`src/rtl/wb_mem_arbiter.sv`:
```
// Merges the SerV instruction and data buses onto one registered Wishbone memory port,
// with a one-word instruction buffer in front of the slow SPI SRAM.
module wb_mem_arbiter #(
  parameter int unsigned AW      = 14,
  parameter bit          IBUF_EN = 1'b1
) (
  input  logic          clk,
  input  logic          rst,
  input  logic [31:0]   ibus_adr,
  input  logic          ibus_cyc,
  output logic [31:0]   ibus_rdt,
  output logic          ibus_ack,
  input  logic [31:0]   dbus_adr,
  input  logic [31:0]   dbus_dat,
  input  logic [3:0]    dbus_sel,
  input  logic          dbus_we,
  input  logic          dbus_cyc,
  output logic [31:0]   dbus_rdt,
  output logic          dbus_ack,
  output logic          mem_cyc,
  output logic [AW-1:0] mem_adr,
  output logic          mem_we,
  output logic [31:0]   mem_dat,
  output logic [3:0]    mem_sel,
  input  logic [31:0]   mem_rdt,
  input  logic          mem_ack
);

  typedef enum logic [1:0] {StIdle, StHit, StMem, StResp} state_e;

  state_e          r_state, w_state_d;
  logic            r_last_dbus;  // owner of the current/most recent grant, 1 = dbus
  logic            r_mem_cyc, r_mem_we;
  logic [AW-1:0]   r_mem_adr;
  logic [31:0]     r_mem_dat, r_rdt;
  logic [3:0]      r_mem_sel;
  logic            r_ibuf_valid;
  logic [AW-1:0]   r_ibuf_tag;
  logic [31:0]     r_ibuf_data;

  logic            w_req, w_pick_dbus, w_hit;
  logic            w_unused_adr;

  assign w_unused_adr = ^{ibus_adr[31:AW+2], ibus_adr[1:0], dbus_adr[31:AW+2], dbus_adr[1:0]};

  always_ff @(posedge clk or posedge rst) begin
    if (rst) r_state <= StIdle;
    else     r_state <= w_state_d;
  end

  always_comb begin
    w_req       = ibus_cyc | dbus_cyc;
    // Round-robin: with both requesting, the side that did not win last time goes next.
    w_pick_dbus = dbus_cyc & (~ibus_cyc | ~r_last_dbus);
    w_hit       = IBUF_EN & ~w_pick_dbus & r_ibuf_valid &
                  (r_ibuf_tag == ibus_adr[AW+1:2]);
    w_state_d   = r_state;
    unique case (r_state)
      StIdle:  if (w_req) w_state_d = w_hit ? StHit : StMem;
      StHit:   w_state_d = StIdle;
      StMem:   if (mem_ack) w_state_d = StResp;
      StResp:  w_state_d = StIdle;
      default: w_state_d = StIdle;
    endcase
  end

  always_comb begin
    ibus_ack = ibus_cyc & ((r_state == StHit) | ((r_state == StResp) & ~r_last_dbus));
    dbus_ack = dbus_cyc & (r_state == StResp) & r_last_dbus;
    ibus_rdt = '0;
    if (ibus_ack) ibus_rdt = (r_state == StHit) ? r_ibuf_data : r_rdt;
    dbus_rdt = dbus_ack ? r_rdt : '0;
  end

  always_ff @(posedge clk or posedge rst) begin
    if (rst) begin
      r_last_dbus  <= 1'b0;
      r_mem_cyc    <= 1'b0;
      r_mem_we     <= 1'b0;
      r_mem_adr    <= '0;
      r_mem_dat    <= '0;
      r_mem_sel    <= '0;
      r_rdt        <= '0;
      r_ibuf_valid <= 1'b0;
      r_ibuf_tag   <= '0;
      r_ibuf_data  <= '0;
    end else begin
      unique case (r_state)
        StIdle: begin
          if (w_req) begin
            r_last_dbus <= w_pick_dbus;
            if (!w_hit) begin
              r_mem_cyc <= 1'b1;
              if (w_pick_dbus) begin
                r_mem_adr <= dbus_adr[AW+1:2];
                r_mem_we  <= dbus_we;
                r_mem_dat <= dbus_dat;
                r_mem_sel <= dbus_sel;
              end else begin
                r_mem_adr <= ibus_adr[AW+1:2];
                r_mem_we  <= 1'b0;
                r_mem_dat <= '0;
                r_mem_sel <= 4'hF;
              end
            end
          end
        end
        StMem: begin
          if (mem_ack) begin
            r_mem_cyc <= 1'b0;
            r_rdt     <= mem_rdt;
            // Partial writes also invalidate: the buffer holds whole words only.
            if (r_last_dbus && r_mem_we && (r_mem_adr == r_ibuf_tag)) r_ibuf_valid <= 1'b0;
          end
        end
        StResp: begin
          if (!r_last_dbus && IBUF_EN) begin
            r_ibuf_tag   <= r_mem_adr;
            r_ibuf_data  <= r_rdt;
            r_ibuf_valid <= 1'b1;
          end
        end
        default: ;
      endcase
    end
  end

  assign mem_cyc = r_mem_cyc;
  assign mem_adr = r_mem_adr;
  assign mem_we  = r_mem_we;
  assign mem_dat = r_mem_dat;
  assign mem_sel = r_mem_sel;

endmodule

```
`config.mk`:
```
export PLATFORM = sky130hd
export DESIGN_NAME = wb_mem_arbiter
export DESIGN_NICKNAME = d
export VERILOG_FILES = /design/src/rtl/wb_mem_arbiter.sv
export SDC_FILE = /design/constraint.sdc
export NUM_CORES = 1
export LEC_CHECK = 0
export BUFFER_PORTS_ARGS = -buffer_cell sky130_fd_sc_hd__buf_4
export CAP_MARGIN = 20
export CORE_ASPECT_RATIO = 0.8
export CORE_UTILIZATION = 45
export CTS_BUF_LIST = sky130_fd_sc_hd__clkbuf_2 sky130_fd_sc_hd__clkbuf_4 sky130_fd_sc_hd__clkbuf_8
export DETAILED_ROUTE_END_ITERATION = 16
export PLACE_DENSITY = 0.8
export SETUP_SLACK_MARGIN = 0.1
export SLEW_MARGIN = 20
export SYNTH_ARGS = -nofsm -noshare
export SYNTH_HDL_FRONTEND = slang
export SYNTH_SLANG_ARGS = --single-unit
```
`constraint.sdc`:
```
create_clock -name clk -period 4.36 [get_ports clk]
set_input_delay 0.218 -clock clk [delete_from_list [all_inputs] [get_ports clk]]
set_output_delay 0.218 -clock clk [all_outputs]
set_load 0.01 [all_outputs]
```
==> flow_metrics.env <==
export IMPL_outcome="finished clean"
export IMPL_synth_edf_count=0
export IMPL_skew_ns=0.01863
export IMPL_io_buffers=219
export IMPL_clk_pin_slew_ns=0.09
export IMPL_antennaDiodeCount=0
export IMPL_avgRoutedWirePerCell_um=15.93
export IMPL_nets=983
export IMPL_clock_latency_ns=0.43
export IMPL_viasPerCell=5.156
export IMPL_vias=5352
export IMPL_firstDrtPassIters=5
export IMPL_crit_arrival_ns=2.23
export IMPL_synth_area_leaders="dfrtp_1, mux2_2, nand2_1"
export IMPL_async_reset_ff_share_pct=100.0
export IMPL_synth_simple_area_share_pct=13.86
export IMPL_ant_nets=0
export IMPL_drt_iter0_drc=307
export IMPL_synth_adder_area_share_pct=0
export IMPL_yosysUniqueCellTypes=29
export IMPL_fin_crit_sh_pct=56.13
export IMPL_layout_min_cycle_time_ns=2.447
export IMPL_synthCells=612
export IMPL_core_area_mm2=0.01379
export IMPL_design_area_mm2=0.008934
export IMPL_globalplace_congestion=0.7585
export IMPL_wl_mm=16.54
export IMPL_cp_end_kind="primary output"
export IMPL_syn_area_per_cell_um2=10.53
export IMPL_cts_tree="yes"
export IMPL_seq_area_frac_synth_pct=52.02
export IMPL_ys_warn_count=0
export IMPL_synth_top_family_by_area="multiplexers"
export IMPL_yosysTopAreaCell="dfrtp_1"
export IMPL_synth_seq_cells=134
export IMPL_dp_hpwl_mm=10.74
export IMPL_cp_max_fo=23
export IMPL_clock_path_buffers=2
export IMPL_placed_area_mm2=0.008260
export IMPL_area_growth_syn_to_layout_pct=38.59
export IMPL_cp_data_required_time_ns=4.14
export IMPL_ios=256
export IMPL_synth_top_area_share_pct=52.02
export IMPL_setup_viol=0
export IMPL_grt_use_total_pct=22.70
export IMPL_max_slew_worst_pin_slew_ns=0.9883
export IMPL_rsz0062_at_grt="false"
export IMPL_min_path_type="in2async"
export IMPL_initial_core_util_pct=46.75
export IMPL_drv_cap=0
export IMPL_grt_pass1_vias=5162
export IMPL_antenna_found_initial=0
export IMPL_overflow=0
export IMPL_path_class="reg2out"
export IMPL_die_area_mm2=0.01481
export IMPL_p_per_area_mw_per_mm2=635.9
export IMPL_synth_common_cells="nand2_1, dfrtp_1, mux2_2"
export IMPL_slew_headroom_pct=34.04
export IMPL_synth_area_mux_share_pct=17.29
export IMPL_setup_tns_ns=0
export IMPL_clock_fmax_ghz=0.4086
export IMPL_synth_most_common_cell="nand2_1"
export IMPL_drc=0
export IMPL_power_leakage_nw=4.271
export IMPL_hold_violations=0
export IMPL_synth_compound_area_share_pct=10.03
export IMPL_synth_area_mm2=0.006446
export IMPL_syn_nets=750
export IMPL_grt_first_pass_wirelength_mm=26.04
export IMPL_rows=38
export IMPL_cts_sinks=134
export IMPL_cts_buffers_inserted=17
export IMPL_h_tree_depth=4
export IMPL_die_h_um=109.1
export IMPL_post_cts_setup_buffers=0
export IMPL_vdd_drop_max_uv=329.3
export IMPL_drive_gt1_share_pct=42.77
export IMPL_startpoint_type="register"
export IMPL_synth_ff_type="dfrtp_1"
export IMPL_root_buffer="clkbuf_8"
export IMPL_drv_slew=0
export IMPL_synthXorXnorAreaFrac_pct=3.804
export IMPL_grt_max_degree=109
export IMPL_die_width_um=135.8
[cells in the final DEF, fill, tap and decap left out, drive strengths merged]
cell,synthesis,routed
a31oi,1,1
inv,4,8
a21oi,34,34
and2,32,32
o21ai,36,36
clkinvlp,0,4
xor2,10,10
clkinv,0,3
a21boi,1,1
dlygate4sd3,0,28
bufinv,0,1
a32o,1,1
buf,11,228
nor4,4,4
nand4,6,6
o31ai,33,33
nand2b,5,5
nand3,2,2
or2,1,1
nand2,142,142
o21a,2,2
mux2,96,96
dfrtp,134,134
nor2,7,7
a21bo,1,1
xnor2,18,18
clkbuf,31,20
[per-stage QoR]
stage	worst slack (ns)	total power [mW]	util, %	cells	hold WS (ns)
finish	1.913	5.681	64.79	1038	0.0006336
floorplan	0.5592	3.704	-	612	0.3221
CTS	1.909	5.710	64.28	1031	0.001670
detailed placement	1.998	4.657	59.91	978	0.4538
global route	1.701	6.065	64.79	1038	-0.003441
global placement	2.038	4.551	59.73	977	0.4529
[sequential cells by signal, summed over array words and instances (netlist names)]
signal and count:
r_rdt 32, r_state 2, r_ibuf_data 32, mem_cyc 1, mem_adr 14, mem_dat 32, r_ibuf_tag 14, r_last_dbus 1
r_ibuf_valid 1, mem_sel 4, mem_we 1
[kinds of logic (layout without fill, tap and decap cells)]
| family | count (synthesis) | count (layout) |
|---|---|---|
| and+or+nand+nor | 199 | 199 |
| DFF | 134 | 134 |
| AOI/OAI and AO/OA | 109 | 109 |
| muxes | 96 | 96 |
| buffers and inverters | 46 | 292 |
| xor gates and xnor gates | 28 | 28 |
[worst max-delay path, cell delays in order, from the launching register on]
cell	delay, ns
dfrtp_1	0.46
inv_1	0.14
nor2_2	0.40
buf_4	0.36
nand2_1	0.09
a21oi_1	0.18
buf_4	0.16
[final cells by class]
type / count / area, µm²
multi-input cells: 432 / 2938
well taps: 180 / 225.2
flip-flops and latches: 134 / 3353
inverters: 4 / 20.02
fillers: 1116 / 4855
clock buffers: 20 / 275.3
repair buffers: 256 / 2004
clock inverters: 12 / 117.6
[what timing repair did]
item                                   CTS  global route
resized for setup                        0             0
endpoints found under the hold margin   21             7
hold buffers                            21             7
[layer usage]
metal / up-vias / track usage, % / wire length, µm
li1: 2554 / - / -
met1: 2590 / 29.95 / 7318
met2: 185 / 36.01 / 7852
met3: 23 / 6.090 / 1100
met4: 0 / 7.945 / 264
met5: - / 0 / 0
[worst paths after layout]
path / start / end / slack (ns) / cells after the start
min in group clk: mem_rdt[5] / r_rdt[5]$_DFFE_PP0P_ / 0.02 / 2
max in group asynchronous: rst / r_ibuf_data[1]$_DFFE_PP0P_ / 3.35 / 3
min: rst / mem_dat[11]$_DFFE_PP0P_ / 0.0006 / 2
max reg2reg: r_state[1]$_DFFE_PP0P_ / mem_adr[0]$_DFFE_PP0P_ / 2.01 / 6
min reg2reg: mem_cyc$_DFFE_PP0P_ / mem_cyc$_DFFE_PP0P_ / 0.51 / 1
max: r_state[0]$_DFFE_PP0P_ / ibus_rdt[10] / 1.91 / 6
[power breakdown]
| part | leakage [nW] | total (mW) | switching (mW) | internal, mW |
|---|---|---|---|---|
| Combinational | 2.44 | 2.30 | 1.04 | 1.26 |
| Sequential | 1.64 | 2.36 | 0.496 | 1.86 |
| Clock | 0.189 | 1.03 | 0.522 | 0.505 |
(Power assumes the default switching activity.)
